File: config.mk
export PLATFORM = sky130hd
export DESIGN_NAME = fetch_sequencer
export DESIGN_NICKNAME = d
export VERILOG_FILES = /design/src/rtl/fetch_sequencer.sv
export SDC_FILE = /design/constraint.sdc
export NUM_CORES = 1
export LEC_CHECK = 0
export ABC_AREA = 1
export CORE_AREA = 10 10 72 74
export DETAILED_ROUTE_END_ITERATION = 16
export DIE_AREA = 0 0 82 84
export PLACE_DENSITY = 0.78
export SLEW_MARGIN = 20
export SYNTH_ARGS = -nofsm -noshare
export SYNTH_HDL_FRONTEND = slang
export SYNTH_SLANG_ARGS = --single-unit
File: constraint.sdc
create_clock -name clk -period 3.29 [get_ports clk]
set_input_delay 0.4935 -clock clk [delete_from_list [all_inputs] [get_ports clk]]
set_output_delay 0.4935 -clock clk [all_outputs]
set_load 0.01 [all_outputs]
File: src/rtl/fetch_sequencer.sv
// Program counter and instruction-memory sequencer: streams a program into memory, then fetches
// one instruction per cycle. Optional retire counter enabled by FETCH_RETIRE_CNT_EN.
module fetch_sequencer #(
  parameter int unsigned          PC_W      = 8,
  parameter int unsigned          INSTR_W   = 9,
  parameter logic [PC_W-1:0]      START_PC  = '0,
  parameter logic [INSTR_W-1:0]   HALT_WORD = '1
) (
  input  logic               clk,
  input  logic               rst_n,
  input  logic               start,
  input  logic               load_en,
  input  logic               load_valid,
  input  logic [INSTR_W-1:0] load_data,
  input  logic               load_last,
  output logic               load_ready,
  output logic               load_ovf,
  output logic               mem_we,
  output logic [PC_W-1:0]    mem_waddr,
  output logic [INSTR_W-1:0] mem_wdata,
  output logic [PC_W-1:0]    pc,
  input  logic [INSTR_W-1:0] instr_in,
  output logic [INSTR_W-1:0] instr_out,
  output logic               instr_valid,
  input  logic               stall,
  input  logic               br_taken,
  input  logic [PC_W-1:0]    br_target,
  output logic               busy,
  output logic               done
`ifdef FETCH_RETIRE_CNT_EN
  ,
  output logic [15:0]        retire_cnt
`endif
);

  typedef enum logic [1:0] {StIdle, StLoad, StRun, StDone} state_e;

  state_e            state_q, state_d;
  logic [PC_W-1:0]   pc_q, pc_d;
  logic [PC_W-1:0]   waddr_q, waddr_d;
  logic              ovf_q, ovf_d;
  logic              beat;

  always_comb begin
    state_d     = state_q;
    pc_d        = pc_q;
    waddr_d     = waddr_q;
    ovf_d       = ovf_q;
    load_ready  = 1'b0;
    beat        = 1'b0;
    mem_we      = 1'b0;
    instr_valid = 1'b0;
    instr_out   = '0;
    unique case (state_q)
      StIdle, StDone: begin
        if (load_en) begin
          state_d = StLoad;
          waddr_d = '0;
          ovf_d   = 1'b0;
        end else if (start) begin
          state_d = StRun;
          pc_d    = START_PC;
        end
      end
      StLoad: begin
        load_ready = 1'b1;
        beat       = load_valid;
        mem_we     = beat;
        if (beat) begin
          waddr_d = waddr_q + PC_W'(1);
          if (waddr_q == '1) ovf_d = 1'b1;
        end
        // An abort still commits a beat offered in the same cycle.
        if ((beat && load_last) || !load_en) state_d = StIdle;
      end
      StRun: begin
        instr_out   = instr_in;
        instr_valid = !stall;
        if (!stall) begin
          // Halt wins over a branch presented alongside it.
          if (instr_in == HALT_WORD) begin
            state_d = StDone;
          end else if (br_taken) begin
            pc_d = br_target;
          end else begin
            pc_d = pc_q + PC_W'(1);
          end
        end
      end
      default: state_d = StIdle;
    endcase
  end

  always_ff @(posedge clk or negedge rst_n) begin
    if (!rst_n) begin
      state_q <= StIdle;
      pc_q    <= '0;
      waddr_q <= '0;
      ovf_q   <= 1'b0;
    end else begin
      state_q <= state_d;
      pc_q    <= pc_d;
      waddr_q <= waddr_d;
      ovf_q   <= ovf_d;
    end
  end

  assign pc        = pc_q;
  assign mem_waddr = waddr_q;
  assign mem_wdata = load_data;
  assign load_ovf  = ovf_q;
  assign busy      = (state_q == StLoad) || (state_q == StRun);
  assign done      = (state_q == StDone);

`ifdef FETCH_RETIRE_CNT_EN
  logic [15:0] rc_q, rc_d;

  always_comb begin
    rc_d = rc_q;
    if (state_q != StRun && state_d == StRun) begin
      rc_d = '0;
    end else if (instr_valid && rc_q != 16'hFFFF) begin
      rc_d = rc_q + 16'd1;
    end
  end

  always_ff @(posedge clk or negedge rst_n) begin
    if (!rst_n) rc_q <= '0;
    else        rc_q <= rc_d;
  end

  assign retire_cnt = rc_q;
`endif

endmodule

# [Word level (Yosys, flattened, before mapping)]
# Cells that the tools add are included.
[totals] ff_bits=19 input_bits=34 out_inout_bits=40 wordCells=57
[classes] add_sub_neg=2 eq_ne=15 muxes=23 n_reduce_logical=13
[ops] operator="$mux 8" count=7
[ops] operator="$pmux 8 s2" count=2
[ops] operator="$ne 2x2->1 const B" count=9
[ops] operator="$add 8x1->8 const B" count=2
[ops] operator="$mux 2" count=5
[ops] operator="$eq 9x9->1 const B" count=1
[ops] operator="$mux 9" count=1
[ops] operator="$eq 8x8->1 const B" count=1
[ops] operator="$reduce_and 4->1" count=2
[ops] operator="$mux 1" count=6
[ops] operator="$pmux 2 s3" count=1
[ops] operator="$reduce_and 5->1" count=1
[ops] operator="$eq 2x2->1 const B" count=2
[ops] operator="$reduce_bool 2->1" count=2
[ops] operator="$ne 3x3->1 const B" count=1
[ops] operator="$reduce_and 3->1" count=1
[ops] operator="$eq 2x1->1 const B" count=1
[ops] operator="$logic_not 1->1" count=2
[ops] operator="$logic_not 2->1" count=1
[ops] operator="$logic_or 1x1->1" count=2
[ops] operator="$pmux 1 s2" count=1
[ops] operator="$reduce_or 2->1" count=1
[ops] operator="$logic_and 1x1->1" count=1

# [Longest topological paths before layout]
[depth] word_depth=5 depth_mapped=10

# [Worst setup path before layout]
# OpenSTA, ideal clock, no wires.
[synth_timing] kind="reg-to-reg" startpoint="reg state_q[0]" endpoint="reg pc_q[1] (netlist: pc[1])" arrival_ns=1.412 t_required_ns=3.167 path_slack_ns=1.755 stages_incl_launch_ff=10 synth_period_minus_slack_ns=1.535 path_cell_list="dfrtp_1 -> inv_1 -> ha_1 -> buf_6 -> nand2_1 -> nand2_1 -> nor2_1 -> nand3_2 -> nand2_1 -> o21ai_1"
[synth_between] elab_chain_len=4 elab_cells_between_ends=11 cone_classes="eq/ne: 6; mux: 1; reduce/logical: 4"
[synth_rtl] element="start, declared" line="38" source="state_e state_q, state_d;"
[synth_rtl] element="start signal, assigned" line="96" source="state_q <= StIdle;"
[synth_rtl] element="start signal, assigned" line="101" source="state_q <= state_d;"
[synth_rtl] element="$eq 2x2->1 / $logic_not 2->1 (equally long branches)" line="54" source="unique case (state_q)"
[synth_rtl] element="$reduce_or 2->1" line="54"
[synth_rtl] element="$ne 2x2->1 (no line) / $reduce_bool 2->1 (equally long branches)"
[synth_rtl] element="$reduce_and 5->1 (no line)"
[synth_rtl] element="end signal, assigned" line="102" source="pc_q <= pc_d;"
[synth_rtl] element="end, declared" line="39" source="logic [PC_W-1:0] pc_q, pc_d;"
# Several ways; a longest one is shown, not always the timed one.
# A chain may end at the register's enable or synchronous reset.

# [Final worst setup path]
[layout_timing] startpoint="reg state_q[0]" endpoint="out instr_valid"
[layout_between] elab_chain_len=2
[layout_rtl] element="$eq 2x2->1" line="54"
[layout_rtl] element="$mux 1" line="54"
[layout_rtl] element="end, declared" line="24" source="output logic instr_valid,"
# No other way between the ends.

==> flow_summary.html <==
<table>
<tr><th>Metric</th><th>Value</th></tr>
<tr><th colspan="2">Logic synthesis</th></tr>
<tr><td>Area share of xor/xnor cells in the synthesized design</td><td>1.63%</td></tr>
<tr><td>Fraction of the mapped netlist area in compound gates</td><td>5.53%</td></tr>
<tr><td>Number of synthesized register bits</td><td>19</td></tr>
<tr><td>Synth Warn #</td><td>0</td></tr>
<tr><td>Combined area of all synthesized cells</td><td>1540 um^2</td></tr>
<tr><td>Main combinational cell family by area after synthesis</td><td>simple AND/OR/NAND/NOR gates</td></tr>
<tr><td>Post-Synth Simple-Gate Area</td><td>42.9%</td></tr>
<tr><td>Net count after synthesis</td><td>267</td></tr>
<tr><td>Mux cell area share after synthesis</td><td>0%</td></tr>
<tr><td>Avg Synthesized Cell Area</td><td>6.74 um^2</td></tr>
<tr><td>Cell count after synthesis</td><td>228</td></tr>
<tr><td>Yosys cell types</td><td>28</td></tr>
<tr><td>Adder and majority cell fraction of the synthesized area</td><td>4.07%</td></tr>
<tr><td>Proportion of synthesized chip area in sequential cells</td><td>30.9%</td></tr>
<tr><th colspan="2">Route</th></tr>
<tr><td>Drt first-iter violations</td><td>112</td></tr>
<tr><td>Routed vias/inst</td><td>4.83</td></tr>
<tr><td>Vias after detailed routing</td><td>1,560</td></tr>
<tr><td>Remaining antenna violation count after routing</td><td>0</td></tr>
<tr><td>Initial DRT Pass Iterations</td><td>4</td></tr>
<tr><td>DR DRC count</td><td>0</td></tr>
<tr><td>Drt wl/cell</td><td>13.1 um</td></tr>
<tr><td>Overall routed net length</td><td>4220 um</td></tr>
<tr><th colspan="2">Power and ir drop</th></tr>
<tr><td>Share of power burned in combinational logic</td><td>59.3%</td></tr>
<tr><td>Max VDD drop</td><td>0.353 mV</td></tr>
<tr><td>Pwr dens</td><td>637 nW/um^2</td></tr>
<tr><td>Switching part of the total power</td><td>45.5%</td></tr>
<tr><td>Relative contribution of the clock network to total power</td><td>12.3%</td></tr>
<tr><td>Cell-internal power</td><td>725 uW</td></tr>
<tr><td>P_leak</td><td>0.00106 uW</td></tr>
<tr><td>Part of the power in registers</td><td>28.3%</td></tr>
<tr><td>Switching pwr</td><td>606 uW</td></tr>
<tr><td>Overall Power</td><td>1330 uW</td></tr>
<tr><th colspan="2">Finish</th></tr>
<tr><td>Proportion of layout cells with a drive suffix above 1</td><td>7.33%</td></tr>
<tr><td>FF+latch area</td><td>475 um^2</td></tr>
<tr><td>Area growth from synthesis to layout</td><td>35.8%</td></tr>
<tr><td>Leading cell type in the layout, fill and taps excluded</td><td>sky130_fd_sc_hd__nand2_1</td></tr>
<tr><td>Number of nets at the end of the flow</td><td>313</td></tr>
<tr><td>Most frequent cells in the layout</td><td>sky130_fd_sc_hd__nand2_1 (80), sky130_fd_sc_hd__clkdlybuf4s50_1 (55), sky130_fd_sc_hd__inv_1 (28)</td></tr>
<tr><td>Multi-input gate area in the final layout</td><td>832 um^2</td></tr>
<tr><td>Filler Cell Count</td><td>394</td></tr>
<tr><td>N_diodes</td><td>0</td></tr>
<tr><th colspan="2">Die</th></tr>
<tr><td>Boundary Pins</td><td>74</td></tr>
<tr><td>Total Die Area</td><td>6890 um^2</td></tr>
<tr><td>Area of the core</td><td>3860 um^2</td></tr>
<tr><td>Starting density of the core</td><td>39.9%</td></tr>
<tr><td>Rows</td><td>23</td></tr>
<tr><td>Die W</td><td>82 um</td></tr>
<tr><td>Die Height</td><td>84 um</td></tr>
<tr><th colspan="2">Critical path</th></tr>
<tr><td>CP arrival</td><td>2.04 ns</td></tr>
<tr><td>Highest net fanout along the worst path</td><td>14</td></tr>
<tr><td>Required @ worst endpoint</td><td>2.80 ns</td></tr>
<tr><td>CP max stage cell</td><td>sky130_fd_sc_hd__clkdlybuf4s50_1</td></tr>
<tr><td>Sort of element at the end of the critical path</td><td>output pin</td></tr>
<tr><td>Worst setup path class</td><td>flip-flop to output pin</td></tr>
<tr><td>Top Family by Delay on Critical Path</td><td>buffers and inverters</td></tr>
<tr><td>Maximum cell stage delay along the critical path</td><td>0.56 ns</td></tr>
<tr><td>Cell Chain, Critical Path</td><td>inv_1 &gt; ha_1 &gt; inv_2 &gt; nor2_1 &gt; clkdlybuf4s50_1</td></tr>
<tr><td>Bufs and invs on worst path</td><td>3</td></tr>
<tr><td>Type of element launching the critical path</td><td>flip-flop</td></tr>
<tr><th colspan="2">Timing</th></tr>
<tr><td>Least-Margin Pin Slew</td><td>0.852 ns</td></tr>
<tr><td>Final hold vios</td><td>0</td></tr>
<tr><td>Max-slew headroom</td><td>43.1%</td></tr>
<tr><td>Fraction of the cycle the final worst path needs</td><td>77.1%</td></tr>
<tr><td>Worst clock skew</td><td>0.00216 ns</td></tr>
<tr><td>Minimum clock period after layout</td><td>2.54 ns</td></tr>
<tr><td>Final-report max-slew violation count</td><td>0</td></tr>
<tr><td>Setup repair after global routing missed its margin</td><td>no</td></tr>
<tr><td>Endpoints failing setup</td><td>0</td></tr>
<tr><td>Total negative slack</td><td>0 ns</td></tr>
<tr><td>Achievable frequency</td><td>394 MHz</td></tr>
<tr><th colspan="2">Run</th></tr>
<tr><td>Number of maximum-capacitance violations</td><td>0</td></tr>
<tr><th colspan="2">Placement</th></tr>
<tr><td>Weighted congestion at the end of routability-driven global placement</td><td>0.788</td></tr>
<tr><td>Number of I/O port buffers</td><td>55</td></tr>
<tr><td>Sum of net half-perimeters after detailed placement</td><td>3300 um</td></tr>
<tr><th colspan="2">Clock tree</th></tr>
<tr><td>CTS tree</td><td>built</td></tr>
<tr><td>Number of H-tree levels</td><td>1</td></tr>
<tr><td>Number of gates given a new drive strength after cts</td><td>0</td></tr>
<tr><td>Insertion delay of the later-clocked pin in the worst-skew pair</td><td>0.25 ns</td></tr>
<tr><td>Post-CTS repair timing setup buffer count</td><td>0</td></tr>
<tr><td>Maximum clock insertion buffer count</td><td>2</td></tr>
<tr><td>Cts bufs inserted</td><td>3</td></tr>
<tr><td>Clock transition at the registers of the reported paths</td><td>0.07 ns</td></tr>
<tr><td>Cts hold-fix bufs</td><td>0</td></tr>
<tr><td>Total number of clock tree sinks</td><td>19</td></tr>
<tr><td>Root Buffer Master</td><td>sky130_fd_sc_hd__clkbuf_8</td></tr>
<tr><th colspan="2">Worst hold path</th></tr>
<tr><td>Type of the most critical hold path</td><td>flip-flop to flip-flop</td></tr>
<tr><th colspan="2">Global route</th></tr>
<tr><td>Global-route wire length before repair</td><td>6890 um</td></tr>
<tr><td>Via count of the first global-routing pass</td><td>1,525</td></tr>
<tr><td>Antenna violations before repair</td><td>0</td></tr>
<tr><td>GRT Util Overall</td><td>12.1%</td></tr>
<tr><td>Largest net degree at the start of global routing</td><td>20</td></tr>
<tr><td>Overall overflow remaining after global route</td><td>0</td></tr>
<tr><th colspan="2">Outcome</th></tr>
<tr><td>Run status</td><td>finished clean</td></tr>
</table>
[per-layer routing]
metal | global-route usage [%] | share of wire (%) | vias up
met2 | 19.0 | 45 | 57
met3 | 5.71 | 11 | 2
met4 | 4.18 | 0.85 | 0
li1 | - | - | 796
met5 | 0 | 0 | -
met1 | 14.0 | 43 | 705
[worst paths after layout]
check	cells past startpoint	slack (ns)	to	startpoint
setup / recovery	5	0.75	instr_valid	state_q[0]
hold / removal	2	0.48	load_ovf	load_ovf
setup reg to reg	9	1.48	pc[4]	state_q[0]
hold reg to reg	2	0.48	load_ovf	load_ovf
max in group asynchronous	1	2.04	state_q[0]	rst_n
min in group asynchronous	1	0.72	mem_waddr[3]	rst_n
[cell type report]
class                   count  share of cell area (%)
repair buffers             55                    26.4
well taps                  50                    3.00
multi-input cells         164                    39.8
clock inverters             1                   0.240
inverters                  31                    5.81
clock buffers               3                    1.98
flip-flops and latches     19                    22.8
[power by group through the flow]
stage	Sequential, uW	Combinational [uW]	Clock [uW]
2_1_floorplan	376	509	0
3_3_place_gp	374	780	0
3_5_place_dp	381	791	0
4_1_cts	377	800	168
5_1_grt	391	881	177
6_report	377	790	164
[kinds of logic (layout without fill, tap and decap cells)]
kind of cell,after synthesis,in the layout
and+or+nand+nor,142,142
buffers and inverters,45,90
DFF,19,19
AOI/OAI and AO/OA,15,15
adders and majority gates,5,5
xor gates and xnor gates,2,2
[stage by stage]
| stage | setup slack, ns | utilization (%) | instances | cell area [um^2] | hold slack (ns) |
|---|---|---|---|---|---|
| after floorplan | 1.76 | - | 228 | 1540 | 0.198 |
| after global routing | 0.580 | 54.2 | 323 | 2090 | 0.503 |
| after CTS | 0.743 | 54.2 | 323 | 2090 | 0.488 |
| final | 0.754 | 54.2 | 323 | 2090 | 0.482 |
| after global placement | 1.07 | 53.0 | 319 | 2040 | 0.469 |
| after detailed placement | 1.04 | 53.0 | 319 | 2040 | 0.468 |
[synth_stat cells (all sizes together)]
library cell	instances	area share [%]
inv	30	7.3
clkinv	1	0.57
nand4	9	3.7
buf	14	7.1
or2	3	1.2
nand2	85	23
o21bai	2	0.98
o21ai	8	2.6
xor2	2	1.6
ha	5	4.1
dfrtp	19	31
a22o	1	0.57
nand3b	4	2.8
nand3	19	6.8
nor2	22	5.5
a21oi	3	0.98
a31oi	1	0.41
[worst register-to-register path: cells and delay by family (launching register included)]
| family | cells | cell delay, ns |
|---|---|---|
| fa+ha+maj | 1 | 0.45 |
| simple gates | 7 | 0.85 |
| buf+inv | 1 | 0.06 |
| flops | 1 | 0.40 |
[registers in the layout, summed over array words and instances, names as in the netlist]
signal     cells
state_q        2
mem_waddr      8
pc             8
load_ovf       1
Note: power is estimated with default switching activity, not from simulation.
